File: src/rtl/layer3_ctrl_pkg.sv
// Shared types and constants for the layer-3 result memory sequencer.
package layer3_ctrl_pkg;

  localparam int unsigned ADDR_W     = 16;
  localparam int unsigned CNT_W      = 8;
  // Layer-4 feature-map side and layer-3 output vector length.
  localparam int unsigned DEF_WIDTH  = 8;
  localparam int unsigned DEF_DATA_W = 128;

  typedef enum logic [1:0] {
    StIdle  = 2'd0,
    StFill  = 2'd1,
    StDrain = 2'd2
  } state_e;

endpackage

File: src/rtl/layer3_result_mem_ctrl_if.sv
// Stream, memory-port and layer-4 signals of the layer-3 result memory sequencer.
interface layer3_result_mem_ctrl_if #(
  parameter int unsigned DATA_W = 128
);
  logic              in_valid;
  logic              in_ready;
  logic [DATA_W-1:0] in_data;
  logic              save_enable;
  logic [15:0]       save_row_addr;
  logic [15:0]       save_col_addr;
  logic [DATA_W-1:0] store_data_out;
  logic              read_signal;
  logic [15:0]       read_row_addr;
  logic [15:0]       read_col_addr;
  logic [DATA_W-1:0] mem_rdata;
  logic              out_valid;
  logic              out_ready;
  logic [DATA_W-1:0] out_data;

  modport master (
    input  in_valid, in_data, mem_rdata, out_ready,
    output in_ready, save_enable, save_row_addr, save_col_addr, store_data_out,
           read_signal, read_row_addr, read_col_addr, out_valid, out_data
  );

  modport slave (
    output in_valid, in_data, mem_rdata, out_ready,
    input  in_ready, save_enable, save_row_addr, save_col_addr, store_data_out,
           read_signal, read_row_addr, read_col_addr, out_valid, out_data
  );
endinterface

File: src/rtl/raster_addr_cnt.sv
// Raster-order row/column counter with increment enable, synchronous clear and last flag.
module raster_addr_cnt
  import layer3_ctrl_pkg::*;
#(
  parameter int unsigned WIDTH = DEF_WIDTH
) (
  input  logic             clk,
  input  logic             rst,
  input  logic             clr,
  input  logic             inc,
  output logic [CNT_W-1:0] row,
  output logic [CNT_W-1:0] col,
  output logic             last
);

  localparam logic [CNT_W-1:0] MaxIdx = CNT_W'(WIDTH - 1);

  logic [CNT_W-1:0] row_q, row_d;
  logic [CNT_W-1:0] col_q, col_d;
  logic             col_wrap;

  always_comb begin
    col_wrap = (col_q == MaxIdx);
    last     = col_wrap && (row_q == MaxIdx);
    row_d    = row_q;
    col_d    = col_q;
    if (clr) begin
      row_d = '0;
      col_d = '0;
    end else if (inc) begin
      if (col_wrap) begin
        col_d = '0;
        // Wrapping the row too leaves the counter at (0,0) after a full frame.
        row_d = (row_q == MaxIdx) ? '0 : row_q + 1'b1;
      end else begin
        col_d = col_q + 1'b1;
      end
    end
  end

  always_ff @(posedge clk or negedge rst) begin
    if (!rst) begin
      row_q <= '0;
      col_q <= '0;
    end else begin
      row_q <= row_d;
      col_q <= col_d;
    end
  end

  assign row = row_q;
  assign col = col_q;

endmodule

File: src/rtl/layer3_result_mem_ctrl.sv
// Fills the layer-3 result memory from the layer-3 stream, then drains it to layer 4.
module layer3_result_mem_ctrl
  import layer3_ctrl_pkg::*;
#(
  parameter int unsigned WIDTH  = DEF_WIDTH,
  parameter int unsigned DATA_W = DEF_DATA_W
) (
  input  logic                     clk,
  input  logic                     rst,
  input  logic                     start,
  input  logic                     clear,
  output logic                     busy,
  output logic                     done,
  layer3_result_mem_ctrl_if.master bus
);

  state_e            state_q, state_d;
  logic              out_valid_q, out_valid_d;
  logic [DATA_W-1:0] out_data_q, out_data_d;
  logic              last_q, last_d;
  logic              rd_exh_q, rd_exh_d;

  logic              fill, fetch, save_en, accept;
  logic [CNT_W-1:0]  wr_row, wr_col, rd_row, rd_col;
  logic              wr_last, rd_last;

  raster_addr_cnt #(
    .WIDTH(WIDTH)
  ) u_wr_cnt (
    .clk  (clk),
    .rst  (rst),
    .clr  (clear),
    .inc  (save_en && !clear),
    .row  (wr_row),
    .col  (wr_col),
    .last (wr_last)
  );

  raster_addr_cnt #(
    .WIDTH(WIDTH)
  ) u_rd_cnt (
    .clk  (clk),
    .rst  (rst),
    .clr  (clear),
    .inc  (fetch && !clear),
    .row  (rd_row),
    .col  (rd_col),
    .last (rd_last)
  );

  always_comb begin
    fill    = (state_q == StFill);
    save_en = fill && bus.in_valid;
    fetch   = (state_q == StDrain) && !rd_exh_q && (!out_valid_q || bus.out_ready);
    accept  = out_valid_q && bus.out_ready;

    bus.in_ready       = fill;
    bus.save_enable    = save_en;
    bus.save_row_addr  = fill ? ADDR_W'(wr_row) : '0;
    bus.save_col_addr  = fill ? ADDR_W'(wr_col) : '0;
    bus.store_data_out = fill ? bus.in_data : '0;
    bus.read_signal    = fetch;
    bus.read_row_addr  = fetch ? ADDR_W'(rd_row) : '0;
    bus.read_col_addr  = fetch ? ADDR_W'(rd_col) : '0;
    bus.out_valid      = out_valid_q;
    bus.out_data       = out_data_q;

    busy = (state_q != StIdle);
    done = (state_q == StDrain) && accept && last_q && !clear;
  end

  always_comb begin
    state_d = state_q;
    unique case (state_q)
      StIdle:  if (start) state_d = StFill;
      StFill:  if (save_en && wr_last) state_d = StDrain;
      StDrain: if (accept && last_q) state_d = StIdle;
      default: state_d = StIdle;
    endcase
    if (clear) state_d = StIdle;
  end

  always_comb begin
    out_valid_d = out_valid_q;
    out_data_d  = out_data_q;
    last_d      = last_q;
    rd_exh_d    = rd_exh_q;
    if (clear) begin
      out_valid_d = 1'b0;
      last_d      = 1'b0;
      rd_exh_d    = 1'b0;
    end else begin
      if (fetch) begin
        out_valid_d = 1'b1;
        out_data_d  = bus.mem_rdata;
        last_d      = rd_last;
      end else if (accept) begin
        out_valid_d = 1'b0;
      end
      // Exhaustion only matters inside DRAIN; re-arm it for the next frame.
      if (state_q != StDrain) begin
        rd_exh_d = 1'b0;
      end else if (fetch && rd_last) begin
        rd_exh_d = 1'b1;
      end
    end
  end

  always_ff @(posedge clk or negedge rst) begin
    if (!rst) begin
      state_q     <= StIdle;
      out_valid_q <= 1'b0;
      out_data_q  <= '0;
      last_q      <= 1'b0;
      rd_exh_q    <= 1'b0;
    end else begin
      state_q     <= state_d;
      out_valid_q <= out_valid_d;
      out_data_q  <= out_data_d;
      last_q      <= last_d;
      rd_exh_q    <= rd_exh_d;
    end
  end

endmodule
File: src/flat_wrapper.sv
// flat-port wrapper written by rule: the top's interface ports become plain ports
module layer3_result_mem_ctrl_flat import layer3_ctrl_pkg::*;
#(
  parameter int unsigned WIDTH  = DEF_WIDTH,
  parameter int unsigned DATA_W = DEF_DATA_W
)
  (clk, rst, start, clear, busy, done, bus_in_valid, bus_in_data, bus_mem_rdata, bus_out_ready, bus_in_ready, bus_save_enable, bus_save_row_addr, bus_save_col_addr, bus_store_data_out, bus_read_signal, bus_read_row_addr, bus_read_col_addr, bus_out_valid, bus_out_data);
  layer3_result_mem_ctrl_if #(.DATA_W(DATA_W)) bus_i ();
  input  logic clk;
  input  logic rst;
  input  logic start;
  input  logic clear;
  output logic busy;
  output logic done;
  input wire logic [$bits(bus_i.in_valid)-1:0] bus_in_valid;
  input wire logic [$bits(bus_i.in_data)-1:0] bus_in_data;
  input wire logic [$bits(bus_i.mem_rdata)-1:0] bus_mem_rdata;
  input wire logic [$bits(bus_i.out_ready)-1:0] bus_out_ready;
  output wire logic [$bits(bus_i.in_ready)-1:0] bus_in_ready;
  output wire logic [$bits(bus_i.save_enable)-1:0] bus_save_enable;
  output wire logic [$bits(bus_i.save_row_addr)-1:0] bus_save_row_addr;
  output wire logic [$bits(bus_i.save_col_addr)-1:0] bus_save_col_addr;
  output wire logic [$bits(bus_i.store_data_out)-1:0] bus_store_data_out;
  output wire logic [$bits(bus_i.read_signal)-1:0] bus_read_signal;
  output wire logic [$bits(bus_i.read_row_addr)-1:0] bus_read_row_addr;
  output wire logic [$bits(bus_i.read_col_addr)-1:0] bus_read_col_addr;
  output wire logic [$bits(bus_i.out_valid)-1:0] bus_out_valid;
  output wire logic [$bits(bus_i.out_data)-1:0] bus_out_data;
  assign bus_i.in_valid = bus_in_valid;
  assign bus_i.in_data = bus_in_data;
  assign bus_i.mem_rdata = bus_mem_rdata;
  assign bus_i.out_ready = bus_out_ready;
  assign bus_in_ready = bus_i.in_ready;
  assign bus_save_enable = bus_i.save_enable;
  assign bus_save_row_addr = bus_i.save_row_addr;
  assign bus_save_col_addr = bus_i.save_col_addr;
  assign bus_store_data_out = bus_i.store_data_out;
  assign bus_read_signal = bus_i.read_signal;
  assign bus_read_row_addr = bus_i.read_row_addr;
  assign bus_read_col_addr = bus_i.read_col_addr;
  assign bus_out_valid = bus_i.out_valid;
  assign bus_out_data = bus_i.out_data;
  layer3_result_mem_ctrl #(.WIDTH(WIDTH), .DATA_W(DATA_W)) u_core (.clk(clk), .rst(rst), .start(start), .clear(clear), .busy(busy), .done(done), .bus(bus_i));
endmodule
File: config.mk
export PLATFORM = sky130hd
export DESIGN_NAME = layer3_result_mem_ctrl_flat
export DESIGN_NICKNAME = d
export VERILOG_FILES = /design/src/rtl/layer3_ctrl_pkg.sv /design/src/rtl/layer3_result_mem_ctrl_if.sv /design/src/rtl/raster_addr_cnt.sv /design/src/rtl/layer3_result_mem_ctrl.sv /design/src/flat_wrapper.sv
export SDC_FILE = /design/constraint.sdc
export NUM_CORES = 1
export LEC_CHECK = 0
export CAP_MARGIN = 20
export CELL_PAD_IN_SITES_DETAIL_PLACEMENT = 2
export CELL_PAD_IN_SITES_GLOBAL_PLACEMENT = 2
export CORE_AREA = 2 2 230 232
export DETAILED_ROUTE_END_ITERATION = 16
export DIE_AREA = 0 0 232 234
export DONT_BUFFER_PORTS = 1
export PLACE_DENSITY_LB_ADDON = 0.12
export SYNTH_ARGS = -nofsm -noshare
export SYNTH_HDL_FRONTEND = slang
export SYNTH_SLANG_ARGS = --single-unit
File: constraint.sdc
create_clock -name clk -period 5.65 [get_ports clk]
set_input_delay 1.695 -clock clk [delete_from_list [all_inputs] [get_ports clk]]
set_output_delay 1.695 -clock clk [all_outputs]
set_load 0.02 [all_outputs]
==> flow_summary_export.csv <==
group,metric,value,unit
outcome,status,"completed",
logic_synthesis,synth_cell_types,45,
placement,place_congestion,0.861,
layout,finalInstanceArea,9260,um^2
logic_synthesis,netlist_area,8010,um^2
clock_network,cts_sinks,165,
route,wl_per_cell,23.5,um
worst_setup_path,worst_r2r_path_depth,4,
grt,grt_pass1_vias,5940,
grt,grt-ovfl-total,0,
route,first_pass_iters,4,
clock_network,cts_setup_buffers,0,
route,drtIter0Drc,174,
worst_setup_path,crit_type,"input port to output pin",
worst_setup_path,crit_path_end_kind,"output pin",
clock_network,cts_buffers,17,
worst_setup_path,startpoint,"bus_out_ready",
pwr,powerDensity,294,nW/um^2
logic_synthesis,synth_edf_count,0,
die,start_util,15.4,%
grt,antenna_found_initial,5,
worst_setup_path,r2r-end,"u_core.bus.out_data[105]",
timing,holdWs,0.550,ns
timing,layout_worst_path_cycle_share,79.5,%
layout,final_common_cell,"dfrtp_1",
logic_synthesis,syn_avg_cell_area,11.5,um^2
logic_synthesis,ys_ff_latch,165,
clock_network,cts_tree,"built",
timing,setup_viol,0,
die,core,52000,um^2
clock_network,clkTransAtPathRegs,0.07,ns
run,maxCapViolCount,0,
die,die_y,234,um
route,vias,5341,
layout,layout_common_cells,"dfrtp_1 (165), and2_1 (155), mux2_2 (132)",
layout,layout.nets,951,
logic_synthesis,syn_inst,699,
logic_synthesis,ys_seq_area_share,51.5,%
timing,finalClockSkew,0.0195,ns
worst_setup_path,cp-start-kind,"input port",
timing,rsz0062_at_grt,"false",
clock_network,cts_resized,0,
worst_setup_path,r2r-start,"u_core.state_q[0]",
clock_network,cts_root_buf,"clkbuf_16",
placement,portBuffers,0,
layout,synthToLayoutAreaGrowth,15.6,%
logic_synthesis,ys_async_sr_fraction,100,%
placement,dpl-instance-area,8650,um^2
die,dieArea,54300,um^2
timing,drv_slew,0,
worst_setup_path,r2r_slack,3.10,ns
route,final_antenna_net_count,0,
die,placementRows,84,
timing,max_freq,223,MHz
clock_network,clock_latency,0.46,ns
timing,timing.setup.tns,0,ns
worst_setup_path,path_max_fanout,14,
clock_network,cts-hold-fix-buffers,0,
layout,fillCellCount,5884,
timing,tightestPinTransition,0.888,ns
placement,place_hpwl,25400,um
route,drt_drc_violations_left,0,
worst_setup_path,cp-endpoint,"bus_read_row_addr[0]",
timing,slew_headroom,40.8,%
die,fp.dieW,232,um
clock_network,clock_path_buffers,2,
die,num_io_pins,588,
pwr,p_leak,3.92,nW
grt,track_usage,11.4,%
grt,grt_max_degree,166,
timing,hold_violations,0,
worst_hold_path,holdCritPathClass,"flip-flop to flip-flop",
logic_synthesis,yosys_warnings,0,
route,viasPerCell,3.85,
layout,drive_gt1_share,26.1,%
pwr,vdd_ir_drop_max,0.195,mV
timing,finalCriticalPeriod,4.49,ns
worst_setup_path,crit_required,3.95,ns
clock_network,cts.htree.levels,4,
grt,grt_pass1_wl,44000,um
route,drt-total-wl,32600,um
worst_setup_path,cp_data_arrival_time,2.80,ns
logic_synthesis,synthFlopType,"dfrtp_1",
-- Yosys cell counts (5+ instances only) --
library cell,count,area (um^2)
o31ai_1,5,37.5
nor2b_1,5,31.3
nor3_1,8,40.0
or4_1,8,60.1
buf_2,8,40.0
nand2_1,19,71.3
clkbuf_1,31,116
mux2_2,132,1490
a21oi_1,17,85.1
xor2_1,5,43.8
nand3_1,12,60.1
inv_1,11,41.3
o21ai_0,13,65.1
buf_4,33,248
nor2_1,18,67.6
or3_1,7,43.8
dfrtp_1,165,4130
nor4_1,6,37.5
and2_1,155,970
-- layout make-up --
| class | instances | area (um^2) | share of cell area (%) |
|---|---|---|---|
| multi-input combinational | 482 | 3570 | 38.5 |
| clock buffer | 21 | 480 | 5.19 |
| antenna | 3 | 7.51 | 0.0811 |
| tap | 688 | 861 | 9.30 |
| timing repair buffer | 8 | 85.1 | 0.919 |
| sequential | 165 | 4130 | 44.6 |
| inverter | 11 | 41.3 | 0.446 |
| clock inverter | 11 | 90.1 | 0.973 |
-- flip-flops by register name (all words and copies together) (netlist names) --
signal and flops:
u_core.u_wr_cnt.col 8, u_core.bus.out_valid 1, u_core.u_rd_cnt.row 8, u_core.u_wr_cnt.row 8, u_core.rd_exh_q 1, u_core.u_rd_cnt.col 8, u_core.state_q 2, u_core.last_q 1
u_core.bus.out_data 128
-- cells by family after synthesis --
| family | share of synthesized area, % |
|---|---|
| fa+ha+maj | 0.625 |
| compound gates | 4.05 |
| simple gates | 18.9 |
| xor+xnor | 0.547 |
| mux | 18.7 |
| flops | 51.5 |
| other cells | 0.0468 |
| buf+inv | 5.56 |
-- critical path, stage by stage --
cell	delay (ns)
nand2b_1	0.17
nand3_1	0.12
inv_1	0.45
and2_1	0.36
-- metal layers --
layer  vias up  wire length (um)  share of wire (%)  global-route usage (%)
met5         -                27              0.083                       0
met4         4              1200                3.7                    5.57
met3        35              3010                9.2                    4.78
met2       329             17800                 55                    21.1
met1      2685             10500                 32                    10.7
li1       2288                 -                  -                       -
-- power breakdown --
part / internal, mW / switching [mW] / total, mW
clock: 0.618 / 0.542 / 1.16
sequential: 1.23 / 0.105 / 1.33
combinational: 0.0694 / 0.159 / 0.228
total: 1.92 / 0.806 / 2.72
-- through the flow --
step	total power [mW]	instances	worst slack [ns]	utilization, %
after floorplan	1.54	730	1.16	-
after global placement	1.59	1352	1.20	16.6
after detailed placement	1.59	1352	1.14	16.6
after CTS	2.78	1384	1.13	17.7
after global routing	2.85	1387	1.07	17.8
final	2.72	1389	1.16	17.8
-- worst min-delay path by stage --
stage | startpoint | end | slack, ns | cells past startpoint
final | u_core.last_q | u_core.last_q | 0.55 | 2
after floorplan | u_core.state_q[1] | u_core.state_q[0] | 0.47 | 1
after detailed placement | u_core.last_q | u_core.last_q | 0.55 | 2
after global routing | u_core.u_rd_cnt.col[1] | u_core.u_rd_cnt.col[1] | 0.60 | 1
after CTS | u_core.last_q | u_core.last_q | 0.56 | 2
after global placement | u_core.last_q | u_core.last_q | 0.55 | 2
(Power assumes the default switching activity.)
